### config.mk
export PLATFORM = sky130hd
export DESIGN_NAME = gen_burst_sequencer
export DESIGN_NICKNAME = d
export VERILOG_FILES = /design/src/rtl/fifo_defines_pkg.sv /design/src/rtl/gen_seq_seg_table.sv /design/src/rtl/gen_burst_sequencer.sv
export SDC_FILE = /design/constraint.sdc
export NUM_CORES = 1
export LEC_CHECK = 0
export BUFFER_PORTS_ARGS = -buffer_cell sky130_fd_sc_hd__buf_2
export CAP_MARGIN = 40
export CELL_PAD_IN_SITES_DETAIL_PLACEMENT = 0
export CELL_PAD_IN_SITES_GLOBAL_PLACEMENT = 1
export CORE_UTILIZATION = 30
export DETAILED_ROUTE_END_ITERATION = 10
export PLACE_DENSITY = 0.55
export SYNTH_ARGS = -nofsm -noshare
export SYNTH_HDL_FRONTEND = slang
export SYNTH_HIERARCHICAL = 1
export SYNTH_SLANG_ARGS = --single-unit
### constraint.sdc
create_clock -name clk -period 5.78 [get_ports clk]
set_clock_uncertainty 0.1 [all_clocks]
set_input_delay 0.578 -clock clk [delete_from_list [all_inputs] [get_ports clk]]
set_output_delay 0.578 -clock clk [all_outputs]
set_load 0.01 [all_outputs]
### src/rtl/fifo_defines_pkg.sv
// fifo_defines_pkg: shared widths, burst sequencer states and segment table entry type
package fifo_defines_pkg;
  localparam int INT_BITS     = 16;
  localparam int SEQ_NUM_SEGS = 4;
  localparam int SEQ_LEN_W    = 16;
  typedef enum logic [2:0] {
    SEQ_IDLE,
    SEQ_SEEK,
    SEQ_CONF,
    SEQ_RUN,
    SEQ_HOLD,
    SEQ_DONE
  } seq_state_t;
  typedef struct packed {
    logic [1:0]                 sel;
    logic signed [INT_BITS-1:0] amp;
    logic [SEQ_LEN_W-1:0]       len;
  } seq_seg_t;
endpackage

### src/rtl/gen_seq_seg_table.sv
// gen_seq_seg_table: segment register file, synchronous write, combinational read
module gen_seq_seg_table
  import fifo_defines_pkg::*;
#(
  parameter int  NUM_SEGS = SEQ_NUM_SEGS,
  localparam int IDX_W    = $clog2(NUM_SEGS)
) (
  input  logic             clk,
  input  logic             rst,
  input  logic             wr_i,
  input  logic [IDX_W-1:0] wr_idx_i,
  input  seq_seg_t         wr_data_i,
  input  logic [IDX_W-1:0] rd_idx_i,
  output seq_seg_t         rd_data_o
);
  seq_seg_t mem_q [NUM_SEGS];
  seq_seg_t mem_d [NUM_SEGS];
  always_comb begin
    mem_d = mem_q;
    if (wr_i) mem_d[wr_idx_i] = wr_data_i;
  end
  always_ff @(posedge clk) begin
    if (!rst) mem_q <= '{default: '0};
    else mem_q <= mem_d;
  end
  assign rd_data_o = mem_q[rd_idx_i];
endmodule

### src/rtl/gen_burst_sequencer.sv
// gen_burst_sequencer: walks the segment table, configuring the generator and counting its FIFO writes
module gen_burst_sequencer
  import fifo_defines_pkg::*;
#(
  parameter int  NUM_SEGS = SEQ_NUM_SEGS,
  parameter int  LEN_W    = SEQ_LEN_W,
  localparam int IDX_W    = $clog2(NUM_SEGS)
) (
  input  logic                clk,
  input  logic                rst,
  input  logic                start_i,
  input  logic                stop_i,
  input  logic                loop_i,
  input  logic                seg_wr_i,
  input  logic [IDX_W-1:0]    seg_idx_i,
  input  logic [1:0]          seg_sel_i,
  input  logic [INT_BITS-1:0] seg_amp_i,
  input  logic [LEN_W-1:0]    seg_len_i,
  input  logic                gen_wr_en_i,
  input  logic                fifo_afull_i,
  input  logic                fifo_full_i,
  output logic                en_low_o,
  output logic                enh_conf_o,
  output logic [INT_BITS-1:0] amp_o,
  output logic [1:0]          sel_o,
  output logic                busy_o,
  output logic                done_o,
  output logic [IDX_W-1:0]    seg_o,
  output logic [LEN_W-1:0]    sample_cnt_o,
  output logic                overflow_o
);
  seq_state_t          state_q, state_d;
  logic [IDX_W-1:0]    seg_q, seg_d, skip_q, skip_d;
  logic [LEN_W-1:0]    cnt_q, cnt_d, inc, cur_len;
  logic [INT_BITS-1:0] amp_q, amp_d;
  logic [1:0]          sel_q, sel_d;
  logic                wrap_q, wrap_d, en_low_q, en_low_d, conf_q, conf_d;
  logic                busy_q, busy_d, done_q, done_d, ovf_q, ovf_d;
  logic                last, seg_end;
  seq_seg_t            cur, wr_ent;
  assign wr_ent = {seg_sel_i, seg_amp_i, SEQ_LEN_W'(seg_len_i)};
  gen_seq_seg_table #(.NUM_SEGS(NUM_SEGS)) u_table (
    .clk      (clk),
    .rst      (rst),
    .wr_i     (seg_wr_i && !busy_q),
    .wr_idx_i (seg_idx_i),
    .wr_data_i(wr_ent),
    .rd_idx_i (seg_q),
    .rd_data_o(cur)
  );
  assign cur_len = LEN_W'(cur.len);
  assign inc     = cnt_q + 1'b1;
  assign last    = seg_q == IDX_W'(NUM_SEGS - 1);
  assign seg_end = gen_wr_en_i && inc == cur_len;
  // skip_q counts consecutive empty entries so an all-empty looping table still terminates
  always_comb begin
    state_d = state_q;
    seg_d   = seg_q;
    skip_d  = skip_q;
    cnt_d   = cnt_q;
    wrap_d  = wrap_q;
    amp_d   = amp_q;
    sel_d   = sel_q;
    ovf_d   = ovf_q | (gen_wr_en_i & fifo_full_i);
    case (state_q)
      SEQ_IDLE: if (start_i && !stop_i) begin
        state_d = SEQ_SEEK;
        seg_d   = '0;
        skip_d  = '0;
        cnt_d   = '0;
        wrap_d  = 1'b0;
        ovf_d   = gen_wr_en_i & fifo_full_i;
      end
      SEQ_SEEK: begin
        if (wrap_q && !loop_i) state_d = SEQ_DONE;
        else if (cur.len == '0) begin
          seg_d  = seg_q + 1'b1;
          skip_d = skip_q + 1'b1;
          if (skip_q == IDX_W'(NUM_SEGS - 1) || (last && !loop_i)) state_d = SEQ_DONE;
        end else begin
          state_d = SEQ_CONF;
          skip_d  = '0;
          wrap_d  = 1'b0;
          amp_d   = cur.amp;
          sel_d   = cur.sel;
        end
      end
      SEQ_CONF: state_d = SEQ_RUN;
      SEQ_RUN, SEQ_HOLD: begin
        if (gen_wr_en_i) cnt_d = inc;
        if (seg_end) begin
          cnt_d   = '0;
          seg_d   = seg_q + 1'b1;
          wrap_d  = last;
          state_d = SEQ_SEEK;
        end else state_d = fifo_afull_i ? SEQ_HOLD : SEQ_RUN;
      end
      default: state_d = SEQ_IDLE;
    endcase
    if (stop_i) state_d = SEQ_IDLE;
    en_low_d = state_d != SEQ_RUN;
    conf_d   = state_d == SEQ_CONF;
    busy_d   = state_d != SEQ_IDLE;
    done_d   = state_d == SEQ_DONE;
  end
  always_ff @(posedge clk) begin
    if (!rst) begin
      state_q  <= SEQ_IDLE;
      seg_q    <= '0;
      skip_q   <= '0;
      cnt_q    <= '0;
      wrap_q   <= 1'b0;
      amp_q    <= '0;
      sel_q    <= '0;
      ovf_q    <= 1'b0;
      en_low_q <= 1'b1;
      conf_q   <= 1'b0;
      busy_q   <= 1'b0;
      done_q   <= 1'b0;
    end else begin
      state_q  <= state_d;
      seg_q    <= seg_d;
      skip_q   <= skip_d;
      cnt_q    <= cnt_d;
      wrap_q   <= wrap_d;
      amp_q    <= amp_d;
      sel_q    <= sel_d;
      ovf_q    <= ovf_d;
      en_low_q <= en_low_d;
      conf_q   <= conf_d;
      busy_q   <= busy_d;
      done_q   <= done_d;
    end
  end
  assign en_low_o     = en_low_q;
  assign enh_conf_o   = conf_q;
  assign amp_o        = amp_q;
  assign sel_o        = sel_q;
  assign busy_o       = busy_q;
  assign done_o       = done_q;
  assign seg_o        = seg_q;
  assign sample_cnt_o = cnt_q;
  assign overflow_o   = ovf_q;
endmodule

Word-level counts from Yosys, hierarchy flattened:

Cells that the tools add are included.
W data, S select, Z words.

* bits in registers: 183
* input bits: 45
* output and inout bits: 41
* logic and storage cells: 107

* $add $sub $neg: 3
* $lt $le $gt $ge: 3
* eq/ne operators: 16
* mux-type cells: 33
* bitwise operators: 6
* reduce and logical (&&, ||, !) cells: 22

Operator list (count)
* $bwmux W136: 1
* $mux W34: 3
* $bmux W34 S2: 1
* $demux W34 S2: 1
* $mux W16: 3
* $pmux W16 S2: 1
* $mux W3: 7
* $add A16 B1 Y16 const B: 1
* $eq A16 B16 Y1: 1
* $logic_not A16 Y1: 1
* $mux W2: 6
* $pmux W3 S4: 1
* $ne A2 B2 Y1 const B: 5
* $reduce_and A5 Y1: 2
* $eq A3 B2 Y1 const B: 3
* $reduce_and A3 Y1: 3
* $eq A3 B3 Y1 const B: 2
* $ge A3 B3 Y1 const B: 2
* $logic_and A1 B1 Y1: 6
* $mux W1: 6
* $not A2 Y3: 2
* $pmux W2 S3: 1
* $reduce_bool A3 Y1: 2
* $add A2 B1 Y2 const B: 2
* other kinds (15): 20

Logic depth before layout (Yosys ltp):

* depth after elaboration: 10
* mapped depth: 13
* mapped depth without buffers: 9

Modules after synthesis:

Netlist, hierarchy kept.

By module, submodules not included
* gen_seq_seg_table: times used 1, cells each 523, area each 5873.1 um^2, seq. area each 2722.6 um^2
* gen_burst_sequencer: times used 1, cells each 343, area each 2741.4 um^2, seq. area each 940.9 um^2

Worst setup path before layout:

No wires, ideal clock.

* kind: register -> register
* from: register seg_q[0] (netlist: seg_o[0])
* to: register cnt_q[7] (netlist: sample_cnt_o[7])
* library setup time: 0.122 ns
* arrival: 2.903 ns
* required time: 5.558 ns
* path slack: 2.656 ns
* stages on the path, launching flop included: 12
* path buffers: 3
* clock period less this slack: 3.124 ns
* cell sequence: dfxtp_1 -> buf_6 -> buf_12 -> mux4_2 -> or4_1 -> a31oi_1 -> o221ai_2 -> nor4_4 -> nor2_2 -> o21ai_2 -> buf_4 -> a21oi_1

RTL lines
* start: declaration: RTL line gen_burst_sequencer.sv:33 `logic [IDX_W-1:0] seg_q, seg_d, skip_q, skip_d;`
* start signal: assignment: RTL line gen_burst_sequencer.sv:122 `seg_q <= seg_d;`
* end signal: assignment: RTL line gen_burst_sequencer.sv:124 `cnt_q <= cnt_d;`
* end: declaration: RTL line gen_burst_sequencer.sv:34 `logic [LEN_W-1:0] cnt_q, cnt_d, inc, cur_len;`

==> flow_metrics.py <==
metrics = {
    "run_status": {
        "status": "finished, final reports clean",
    },
    "grt": {
        "grt_overflow_total": 0,
        "grt_usage_pct": 16.0,
        "grt.met2_usage_pct": 25.0,
        "grt.busiest_layer": "met2",
        "antenna_found_initial": 0,
        "first_global_vias": 6195,
        "grt_use_met1_pct": 22.4,
        "grt_max_degree": 87,
        "grtUsageMet3_pct": 2.85,
        "grt_pass1_wl_um": 35600,
    },
    "place": {
        "io_buffers": 85,
        "place_area_um2": 9220,
        "place_ws_ns": 2.18,
        "finalWeightedCongestion": 0.841,
        "hpwl_um": 15000,
    },
    "clock_tree": {
        "cts_tree": "done",
        "clk_pin_slew_ns": 0.07,
        "clockBufferDepth": 2,
        "cts-root-buf": "clkbuf_16",
        "clk_latency_ns": 0.44,
        "htree_levels": 4,
        "ctsHoldBuffers": 0,
        "numCtsBuffers": 17,
        "cts.sinks": 183,
        "post_cts.repair.setup_buffers": 0,
        "ctsResizeCount": 0,
    },
    "worst_setup_path": {
        "startpoint_type": "flop",
        "r2r_setup_slack_ns": 2.26,
        "crit_arrival_ns": 3.72,
        "crit_fanout": 20,
        "critPathSlowestCell": "mux4_2",
        "slowest_delay_ns": 0.58,
        "cp-end-kind": "flop",
        "path_cells": "buf_12 -> mux4_2 -> or4_1 -> a31oi_1 -> o221ai_2 -> nor4_4 -> nor2_2 -> o21ai_2 -> nor2_1",
        "crit_required_ns": 5.99,
        "crit_type": "flop to flop",
    },
    "routing": {
        "drt-wirelength-per-cell_um": 17.3,
        "num_vias": 6283,
        "drtIter0Drc": 402,
        "routed_wl_um": 22700,
        "drc": 0,
        "vias_per_cell": 4.79,
        "drtPass1Iterations": 4,
        "ant_nets": 0,
    },
    "finish": {
        "final_area_um2": 9850,
        "antennaDiodeCount": 0,
        "nNetsFinal": 970,
        "area_delta_synth_final_pct": 14.3,
        "final_core_util_pct": 35.2,
        "fillers": 2910,
        "drive_gt1_share_pct": 19.1,
    },
    "yosys": {
        "synth-async-reset-ratio_pct": 0,
        "synth_area_leaders": "dfxtp_1, mux2i_1, nand2_1",
        "synth_edf_count": 0,
        "synth-main-ff-cell": "dfxtp_1",
        "yosysSeqAreaShare_pct": 42.5,
        "synth_warnings": 6,
        "synth_nets": 914,
        "synth_seq_cells": 183,
        "yosysMostFrequentCell": "nand2_1",
        "synthCells": 866,
        "synth_area_um2": 8610,
        "netlist.area_leader.share_pct": 42.5,
        "synthTopCellsByCount": "nand2_1, dfxtp_1, mux2i_1",
        "post_synth_num_cell_types": 58,
        "yosysTopAreaCell": "dfxtp_1",
        "syn-mean-instance-area_um2": 9.95,
    },
    "timing": {
        "min_period_ns": 3.52,
        "setup_viol": 0,
        "period_share_pct": 60.9,
        "hold_violations": 0,
        "setup_ws_ns": 2.26,
        "rsz0062_at_grt": "no",
        "fmax_mhz": 284,
        "tightest_slew_ns": 0.741,
        "drv_slew": 0,
        "finalSetupTns_ns": 0,
        "slew_headroom_pct": 50.6,
        "holdWs_ns": 0.277,
    },
    "die": {
        "num_rows": 61,
        "die-area_um2": 29400,
        "die_width_um": 171,
        "fp.dieH_um": 171,
        "ios": 86,
        "initial_core_util_pct": 30.8,
        "coreArea_um2": 28000,
    },
    "power": {
        "power_leakage_nw": 4.18,
        "ir_drop_mv": 0.198,
        "pwr_density_cell_nw_per_um2": 280,
    },
    "min_path": {
        "hold_path.class": "primary input to flop",
    },
    "run": {
        "max-cap-violations": 0,
    },
}
==> cells in the final DEF, fill, tap and decap left out, types with 11 or more instances in the layout <==
master     count
a21boi_0      23
a21oi_1       13
buf_2         84
buf_4         12
clkbuf_16     17
dfxtp_1      181
mux2i_1      137
mux4_2        31
nand2_1      227
nand3_1       14
nor2_1        22
nor4_1        11
o21ai_0       11
xnor2_1       13
xor2_1        15
==> final timing paths <==
path,end,depth (start not counted),from
max reg2reg,sample_cnt_o[14]$_SDFFE_PN0P_,9,seg_o[0]$_SDFFE_PN0P_
min reg2reg,u_table/mem_q[108]$_SDFFE_PN0P_,2,u_table/mem_q[108]$_SDFFE_PN0P_
max,sample_cnt_o[14]$_SDFFE_PN0P_,9,seg_o[0]$_SDFFE_PN0P_
min,busy_o$_SDFF_PN0_,3,start_i
==> final cells by class <==
class | instances | area (um2) | area share [%]
Clock buffer | 17 | 425 | 4.32
Clock inverter | 15 | 200 | 2.03
Inverter | 6 | 22.5 | 0.229
Multi-Input combinational cell | 615 | 4510 | 45.7
Sequential cell | 183 | 3670 | 37.2
Tap cell | 378 | 473 | 4.80
Timing Repair Buffer | 99 | 557 | 5.65
==> cell families after synthesis <==
group / Yosys count / synth area share [%]
AO/OA/AOI/OAI: 76 / 6.17
XOR/XNOR: 28 / 2.85
adder cells (fa/ha/maj): 3 / 0.436
buffers and inverters: 68 / 5.29
flip-flops: 183 / 42.5
multiplexers: 171 / 24.9
AND/OR/NAND/NOR: 337 / 17.8
==> state kept, by name, indices dropped and copies added, names as in the netlist <==
name and flops:
overflow_o 1, enh_conf_o 1, en_low_o 1, state_q 3, wrap_q 1, sample_cnt_o 16, amp_o 16, seg_o 2
sel_o 2, skip_q 2, done_o 1, u_table/mem_q 136, busy_o 1
==> per-stage QoR <==
step | cells | total power [mW]
2_1_floorplan | 866 | 1.48
3_3_place_gp | 1278 | 1.54
3_5_place_dp | 1281 | 1.54
4_1_cts | 1313 | 2.80
5_1_grt | 1313 | 2.88
6_report | 1313 | 2.76
==> routing by layer <==
metal  vias to the layer above  share of wire [%]
li1                       3137                  -
met1                      3019                 51
met2                       109                 45
met3                        18                2.6
met4                         0                1.3
met5                         -                  0
==> report_power, final <==
group          internal [mW]  switching [mW]
Clock                  0.665           0.583
Combinational         0.0790           0.120
Sequential              1.29          0.0177
Total                   2.04           0.721
==> worst max-delay path, delay by kind of cell (launching register included) <==
family,cells,cell delay (ns)
simple gates,4,1.19
compound gates,3,0.83
mux,1,0.58
flops,1,0.44
buf+inv,1,0.24
Note: power is estimated with default switching activity, not from simulation.
